[src/rtl/fft_pkg.sv]
// Shared types and default sizes for the FFT job arbiter slice.
package fft_pkg;

  localparam int unsigned DATA_WIDTH_DEF = 16;
  localparam int unsigned FFT_POINTS_DEF = 64;
  localparam int unsigned ADDR_WIDTH_DEF = $clog2(FFT_POINTS_DEF);
  localparam int unsigned TIMEOUT_DEF    = 4096;

  typedef enum logic [2:0] {
    ST_IDLE  = 3'd0,
    ST_START = 3'd1,
    ST_LOAD  = 3'd2,
    ST_WAIT  = 3'd3,
    ST_DRAIN = 3'd4
  } state_e;

endpackage

[src/rtl/fft_job_arbiter_rr_arbiter2.sv]
// Two-way round-robin grant: pointer channel wins ties; pointer moves past the last served channel.
module rr_arbiter2 (
  input  logic       clk,
  input  logic       rst_n,
  input  logic [1:0] req,
  input  logic       advance,
  input  logic       last_ch,
  output logic [1:0] gnt_c
);

  logic ptr_q, ptr_d;

  always_comb begin
    ptr_d = ptr_q;
    if (advance) ptr_d = ~last_ch;
  end

  always_ff @(posedge clk or negedge rst_n) begin
    if (!rst_n) ptr_q <= 1'b0;
    else        ptr_q <= ptr_d;
  end

  // Pointer channel first, then the other one
  always_comb begin
    gnt_c = 2'b00;
    if (req[ptr_q])       gnt_c = ptr_q ? 2'b10 : 2'b01;
    else if (req[~ptr_q]) gnt_c = ptr_q ? 2'b01 : 2'b10;
  end

endmodule

[src/rtl/fft_job_arbiter.sv]
// Shares one pipelined FFT core between two channels: grant, stream-in, start, route results back.
module fft_job_arbiter
  import fft_pkg::*;
#(
  parameter int unsigned DATA_WIDTH = DATA_WIDTH_DEF,
  parameter int unsigned FFT_POINTS = FFT_POINTS_DEF,
  parameter int unsigned ADDR_WIDTH = $clog2(FFT_POINTS),
  parameter int unsigned TIMEOUT    = TIMEOUT_DEF
) (
  input  logic                    clk,
  input  logic                    rst_n,
  input  logic [1:0]              req,
  output logic [1:0]              gnt,
  input  logic [1:0]              s_valid,
  output logic [1:0]              s_ready,
  input  logic [2*DATA_WIDTH-1:0] s_real,
  input  logic [2*DATA_WIDTH-1:0] s_imag,
  output logic [1:0]              m_valid,
  output logic [DATA_WIDTH-1:0]   m_real,
  output logic [DATA_WIDTH-1:0]   m_imag,
  output logic                    job_done,
  output logic                    job_abort,
  output logic                    fft_start,
  output logic                    fft_data_valid,
  output logic [DATA_WIDTH-1:0]   fft_data_real,
  output logic [DATA_WIDTH-1:0]   fft_data_imag,
  input  logic                    fft_busy,
  input  logic                    fft_done,
  input  logic                    fft_out_valid,
  input  logic [DATA_WIDTH-1:0]   fft_out_real,
  input  logic [DATA_WIDTH-1:0]   fft_out_imag
);

  localparam int unsigned CW   = ADDR_WIDTH + 1;
  localparam int unsigned WD_W = $clog2(TIMEOUT + 1);
  localparam logic [CW-1:0]   PTS      = CW'(FFT_POINTS);
  localparam logic [CW-1:0]   PTS_LAST = CW'(FFT_POINTS - 1);
  localparam logic [WD_W-1:0] WD_LAST  = WD_W'(TIMEOUT - 1);

  state_e                state_q, state_d;
  logic [1:0]            gnt_q, gnt_d;
  logic                  ch_q, ch_d;
  logic [CW-1:0]         in_cnt_q, in_cnt_d;
  logic [CW-1:0]         out_cnt_q, out_cnt_d;
  logic [WD_W-1:0]       wd_cnt_q, wd_cnt_d;
  logic [1:0]            m_valid_q, m_valid_d;
  logic [DATA_WIDTH-1:0] m_real_q, m_real_d, m_imag_q, m_imag_d;
  logic                  job_done_q, job_done_d;
  logic                  job_abort_q, job_abort_d;
  logic                  fft_start_q, fft_start_d;

  logic [1:0]            arb_gnt_c;
  logic                  arb_advance_c;
  logic [1:0]            s_ready_c;
  logic                  xfer_c;
  logic [DATA_WIDTH-1:0] sel_real_c, sel_imag_c;

  rr_arbiter2 u_arb (
    .clk     (clk),
    .rst_n   (rst_n),
    .req     (req),
    .advance (arb_advance_c),
    .last_ch (ch_q),
    .gnt_c   (arb_gnt_c)
  );

  assign sel_real_c = ch_q ? s_real[2*DATA_WIDTH-1:DATA_WIDTH] : s_real[DATA_WIDTH-1:0];
  assign sel_imag_c = ch_q ? s_imag[2*DATA_WIDTH-1:DATA_WIDTH] : s_imag[DATA_WIDTH-1:0];

  // Job sequencing, counters and watchdog
  always_comb begin
    state_d       = state_q;
    gnt_d         = gnt_q;
    ch_d          = ch_q;
    in_cnt_d      = in_cnt_q;
    out_cnt_d     = out_cnt_q;
    wd_cnt_d      = wd_cnt_q;
    m_valid_d     = 2'b00;
    m_real_d      = m_real_q;
    m_imag_d      = m_imag_q;
    job_done_d    = 1'b0;
    job_abort_d   = 1'b0;
    fft_start_d   = 1'b0;
    arb_advance_c = 1'b0;
    s_ready_c     = 2'b00;
    xfer_c        = 1'b0;

    unique case (state_q)
      ST_IDLE: begin
        if ((|req) && !fft_busy) begin
          gnt_d   = arb_gnt_c;
          ch_d    = arb_gnt_c[1];
          state_d = ST_START;
        end
      end
      ST_START: begin
        fft_start_d = 1'b1;
        in_cnt_d    = '0;
        out_cnt_d   = '0;
        state_d     = ST_LOAD;
      end
      ST_LOAD: begin
        s_ready_c[ch_q] = (in_cnt_q < PTS);
        xfer_c          = s_valid[ch_q] && (in_cnt_q < PTS);
        if (xfer_c) begin
          in_cnt_d = in_cnt_q + CW'(1);
          if (in_cnt_q == PTS_LAST) begin
            wd_cnt_d = '0;
            state_d  = ST_WAIT;
          end
        end
      end
      ST_WAIT, ST_DRAIN: begin
        wd_cnt_d = wd_cnt_q + WD_W'(1);
        if (state_q == ST_WAIT && (fft_done || fft_out_valid)) state_d = ST_DRAIN;
        if (fft_out_valid) begin
          m_valid_d[ch_q] = 1'b1;
          m_real_d        = fft_out_real;
          m_imag_d        = fft_out_imag;
          out_cnt_d       = out_cnt_q + CW'(1);
        end
        // Normal completion takes precedence over a coincident timeout
        if (fft_out_valid && out_cnt_q == PTS_LAST) begin
          job_done_d    = 1'b1;
          gnt_d         = 2'b00;
          arb_advance_c = 1'b1;
          state_d       = ST_IDLE;
        end else if (wd_cnt_q == WD_LAST) begin
          job_abort_d   = 1'b1;
          gnt_d         = 2'b00;
          arb_advance_c = 1'b1;
          state_d       = ST_IDLE;
        end
      end
      default: state_d = ST_IDLE;
    endcase
  end

  always_ff @(posedge clk or negedge rst_n) begin
    if (!rst_n) begin
      state_q     <= ST_IDLE;
      gnt_q       <= 2'b00;
      ch_q        <= 1'b0;
      in_cnt_q    <= '0;
      out_cnt_q   <= '0;
      wd_cnt_q    <= '0;
      m_valid_q   <= 2'b00;
      m_real_q    <= '0;
      m_imag_q    <= '0;
      job_done_q  <= 1'b0;
      job_abort_q <= 1'b0;
      fft_start_q <= 1'b0;
    end else begin
      state_q     <= state_d;
      gnt_q       <= gnt_d;
      ch_q        <= ch_d;
      in_cnt_q    <= in_cnt_d;
      out_cnt_q   <= out_cnt_d;
      wd_cnt_q    <= wd_cnt_d;
      m_valid_q   <= m_valid_d;
      m_real_q    <= m_real_d;
      m_imag_q    <= m_imag_d;
      job_done_q  <= job_done_d;
      job_abort_q <= job_abort_d;
      fft_start_q <= fft_start_d;
    end
  end

  // Input path to the core is zero-latency; everything else is registered
  assign s_ready        = s_ready_c;
  assign fft_data_valid = xfer_c;
  assign fft_data_real  = xfer_c ? sel_real_c : '0;
  assign fft_data_imag  = xfer_c ? sel_imag_c : '0;
  assign gnt            = gnt_q;
  assign m_valid        = m_valid_q;
  assign m_real         = m_real_q;
  assign m_imag         = m_imag_q;
  assign job_done       = job_done_q;
  assign job_abort      = job_abort_q;
  assign fft_start      = fft_start_q;

endmodule

[config.mk]
export PLATFORM = sky130hd
export DESIGN_NAME = fft_job_arbiter
export DESIGN_NICKNAME = d
export VERILOG_FILES = /design/src/rtl/fft_pkg.sv /design/src/rtl/fft_job_arbiter_rr_arbiter2.sv /design/src/rtl/fft_job_arbiter.sv
export SDC_FILE = /design/constraint.sdc
export NUM_CORES = 1
export LEC_CHECK = 0
export CAP_MARGIN = 5
export CORE_MARGIN = 3
export CORE_UTILIZATION = 25
export DETAILED_ROUTE_END_ITERATION = 10
export SETUP_SLACK_MARGIN = 0.5
export SLEW_MARGIN = 20
export SYNTH_ARGS = -nofsm -noshare
export SYNTH_HDL_FRONTEND = slang
export SYNTH_HIERARCHICAL = 1
export SYNTH_SLANG_ARGS = --single-unit
[constraint.sdc]
create_clock -name clk -period 2.5 [get_ports clk]
set_input_delay 0.75 -clock clk [delete_from_list [all_inputs] [get_ports clk]]
set_output_delay 0.75 -clock clk [all_outputs]
set_load 0.005 [all_outputs]
==> results of run 1 <==
==> cell usage after synthesis, types with 2 or more instances <==
master	count	area share
sky130_fd_sc_hd__a21oi_1	4	0.0054
sky130_fd_sc_hd__a22oi_1	2	0.0041
sky130_fd_sc_hd__a31oi_1	2	0.0034
sky130_fd_sc_hd__and3_1	3	0.0051
sky130_fd_sc_hd__and4_1	2	0.0048
sky130_fd_sc_hd__buf_1	3	0.0031
sky130_fd_sc_hd__buf_2	6	0.0082
sky130_fd_sc_hd__clkbuf_1	6	0.0061
sky130_fd_sc_hd__dfrtp_1	71	0.48
sky130_fd_sc_hd__ha_1	3	0.010
sky130_fd_sc_hd__inv_1	8	0.0082
sky130_fd_sc_hd__mux2_2	36	0.11
sky130_fd_sc_hd__mux2i_1	38	0.10
sky130_fd_sc_hd__nand2_1	22	0.022
sky130_fd_sc_hd__nand3_1	16	0.022
sky130_fd_sc_hd__nand3b_1	3	0.0061
sky130_fd_sc_hd__nand4_1	5	0.0085
sky130_fd_sc_hd__nor2_1	56	0.057
sky130_fd_sc_hd__nor3_1	4	0.0054
sky130_fd_sc_hd__nor3b_1	2	0.0041
sky130_fd_sc_hd__nor4_1	6	0.010
sky130_fd_sc_hd__o211ai_1	3	0.0061
sky130_fd_sc_hd__o21ai_0	11	0.015
sky130_fd_sc_hd__o31ai_1	3	0.0061
sky130_fd_sc_hd__or3_1	2	0.0034
sky130_fd_sc_hd__xnor2_1	4	0.0095
sky130_fd_sc_hd__xor2_1	4	0.0095
==> cells in the final DEF (no fill, tap or decap), types with 2 or more instances in the layout <==
cell / n
sky130_fd_sc_hd__clkdlybuf4s50_1: 139
sky130_fd_sc_hd__dfrtp_1: 70
sky130_fd_sc_hd__mux2i_1: 38
sky130_fd_sc_hd__mux2_2: 35
sky130_fd_sc_hd__buf_2: 33
sky130_fd_sc_hd__buf_4: 29
sky130_fd_sc_hd__nor2_1: 27
sky130_fd_sc_hd__nor2_4: 26
sky130_fd_sc_hd__nand2_1: 21
sky130_fd_sc_hd__nand3_1: 16
sky130_fd_sc_hd__o21ai_0: 10
sky130_fd_sc_hd__clkbuf_16: 10
sky130_fd_sc_hd__inv_1: 7
sky130_fd_sc_hd__buf_6: 7
sky130_fd_sc_hd__buf_12: 7
sky130_fd_sc_hd__bufinv_16: 6
sky130_fd_sc_hd__nand4_1: 5
sky130_fd_sc_hd__nor4_1: 5
sky130_fd_sc_hd__nor3_1: 4
sky130_fd_sc_hd__a21oi_1: 4
sky130_fd_sc_hd__xnor2_1: 4
sky130_fd_sc_hd__xor2_1: 4
sky130_fd_sc_hd__nor2_2: 3
sky130_fd_sc_hd__nand3b_1: 3
sky130_fd_sc_hd__and3_1: 3
sky130_fd_sc_hd__o211ai_1: 3
sky130_fd_sc_hd__o31ai_1: 3
sky130_fd_sc_hd__ha_1: 3
sky130_fd_sc_hd__nor3b_1: 2
sky130_fd_sc_hd__or3_1: 2
sky130_fd_sc_hd__a31oi_1: 2
sky130_fd_sc_hd__a22oi_1: 2
sky130_fd_sc_hd__and4_1: 2
sky130_fd_sc_hd__buf_16: 2
sky130_fd_sc_hd__buf_8: 2
==> where the power goes <==
part / total, mW / internal, mW / switching (mW)
Combinational: 3.30 / 1.93 / 1.36
Clock: 1.77 / 1.28 / 0.490
Sequential: 1.93 / 1.60 / 0.328
==> final cells by class <==
type | instances | area [µm²]
multi-input cells | 252 | 2050
flip-flops and latches | 71 | 1780
clock inverters | 6 | 180
fillers | 1283 | 7530
clock buffers | 10 | 229
repair buffers | 222 | 2130
inverters | 8 | 32.5
well taps | 180 | 225
==> registers in the layout (all words and copies together) (netlist names) <==
register / count
ch_q: 1
fft_start: 1
gnt: 2
in_cnt_q: 7
job_abort: 1
job_done: 1
m_imag: 16
m_real: 16
m_valid: 2
out_cnt_q: 7
state_q: 3
u_arb/ptr_q: 1
wd_cnt_q: 13
==> stage by stage <==
step | utilization | power (mW) | TNS [ns] | worst slack, ns | instances
after detailed placement | 0.412 | 4.74 | -17.08 | -0.562 | 709
after global placement | 0.412 | 4.67 | -16.16 | -0.537 | 709
after floorplan | - | 3.22 | 0 | 0.389 | 347
final | 0.468 | 6.99 | -1.06 | -0.113 | 749
after global routing | 0.468 | 7.44 | -2.94 | -0.180 | 749
after CTS | 0.451 | 6.82 | -1.10 | -0.114 | 744
==> metal layers <==
layer / vias up / track usage / share of wire
met5: - / 0 / 0
met4: 0 / 0.0492 / 0.014
met3: 16 / 0.0318 / 0.054
met2: 119 / 0.230 / 0.50
met1: 1660 / 0.176 / 0.44
li1: 1678 / - / -
==> final timing paths <==
| path | startpoint | end | slack, ns | depth (start not counted) |
|---|---|---|---|---|
| max in group asynchronous | rst_n | m_valid[0] | 1.58 | 2 |
| setup reg to reg | state_q[2] | m_real[12] | 0.56 | 7 |
| setup / recovery | state_q[2] | fft_data_imag[5] | -0.11 | 8 |
| min in group clk | wd_cnt_q[11] | wd_cnt_q[11] | 0.49 | 1 |
| hold reg to reg | wd_cnt_q[11] | wd_cnt_q[11] | 0.49 | 1 |
| hold / removal | rst_n | m_real[6] | 0.42 | 2 |
==> worst max-delay path, cell delays in order (launching register included) <==
cell and delay (ns):
sky130_fd_sc_hd__dfrtp_1 0.41, sky130_fd_sc_hd__nor4b_4 0.31, sky130_fd_sc_hd__buf_4 0.19, sky130_fd_sc_hd__nand2_8 0.06, sky130_fd_sc_hd__buf_12 0.13, sky130_fd_sc_hd__buf_12 0.12
sky130_fd_sc_hd__buf_16 0.13, sky130_fd_sc_hd__nor2_4 0.07, sky130_fd_sc_hd__buf_2 0.11
==> timing repair <==
action,in CTS,in global routing
gates resized for setup,184,44
cloned,2,1
setup buffers,17,4
pin swaps,32,11
endpoints found under the setup margin,38,45
==> cell families after synthesis <==
kind of cell,share of synthesized area
buf+inv,0.0286
fa+ha+maj,0.0102
mux,0.214
xor+xnor,0.0191
compound gates,0.0688
simple gates,0.176
flops,0.484
==> impl_metrics.yaml, run 1 <==
outcome:
  run_status: "finished, violations left"
  failed_checks: "negative setup slack"
die:
  pin_count: 179
  initial_core_util: 0.260
  rows: 43
  die_height_um: 127
  area_of_the_placeable_core_um2: 14100
  floorplan.die_area_um2: 16200
  floorplan.die.width_um: 127
run:
  maxCapViolations: 0
timing:
  report.final.setup_viol: 17
  setup_slack_ns: -0.113
  worst_slew_pin_slew_ns: 0.584
  final.setup_skew_ns: 0.00796
  max-slew-margin-rel: 0.611
  grt_setup_unrepaired: "true"
  final_min_period_over_clock_period: 1.05
  final.hold.worst_slack_ns: 0.423
  pins_over_slew_limit: 0
  max_freq_ghz: 0.383
  final-hold-violation-count: 0
  timing.final.crit_period_ns: 2.61
power:
  ir_worst_vdd_mv: 0.479
  total_leakage_power_nw: 2.88
  power.density_cell_area_nw_per_um2: 1060
detailed_routing:
  ant_nets_after_route: 0
  post-route-drc-count: 0
  routedWlPerCell_um: 15.6
  routed_vias_inst: 4.64
  via_count: 3473
  postRouteWirelength_um: 11700
  drt_iter0_markers: 156
  drt_pass1_iterations: 4
placement:
  port_buffers: 178
  place.detailed.hpwl_um: 8320
  placedInstanceArea_um2: 5820
  gp_routability_congestion: 0.814
logic_synthesis:
  postSynthRegisterBits: 71
  ys_warn_count: 6
  synthesis.nets: 455
  synthesis.instances: 347
  postSynth.asyncResetShare: 1.00
  synth.cell_area_um2: 3670
  synth_area_per_cell_um2: 10.6
  synth_edf_count: 0
  netlist-cell-type-count: 49
  synth.yosys.seq_area_share: 0.484
  most_used_flip_flop_cell_after_synthesis: "sky130_fd_sc_hd__dfrtp_1"
global_route:
  grt_max_degree: 47
  vias_in_the_first_global_route: 3526
  global_route_total_usage_across_every_layer: 0.138
  grt_antenna_before_repair: 0
  grt_pass1_wl_um: 18100
  gr-total-overflow: 0
final_layout:
  insertedDiodeCount: 0
  postLayoutCellArea_um2: 6620
  layout-drive-gt1-share: 0.306
  layout.nets: 672
  area_growth_pct: 80.1
critical_path:
  highest_net_fanout_along_the_worst_path: 5
  critical_path.startpoint_type: "flop"
  critical_path_class: "flop to output pin"
  cp_data_arrival_time_ns: 1.86
  worstPathRequired_ns: 1.75
  endpoint_kind: "output pin"
hold_path:
  holdCritPathClass: "primary input to asynchronous set/reset pin"
clock_tree:
  cts-root-buf: "sky130_fd_sc_hd__clkbuf_16"
  cts-htree-levels: 3
  insertion_delay_ns: 0.33
  tritoncts: "built"
  cts.clk_slew.worst_paths_ns: 0.06
  cts-hold-fix-buffers: 0
  cts_max_path_buffers: 2
  cts-buffers-inserted: 9
  cts_sinks: 71
Power figures use the tool's default switching activity.
==> inputs of run 2 (changes only) <==
CAP_MARGIN = default   (was 5)
==> results of run 2 <==
No change in the layout: final DEF, timing and power equal those of run 1.
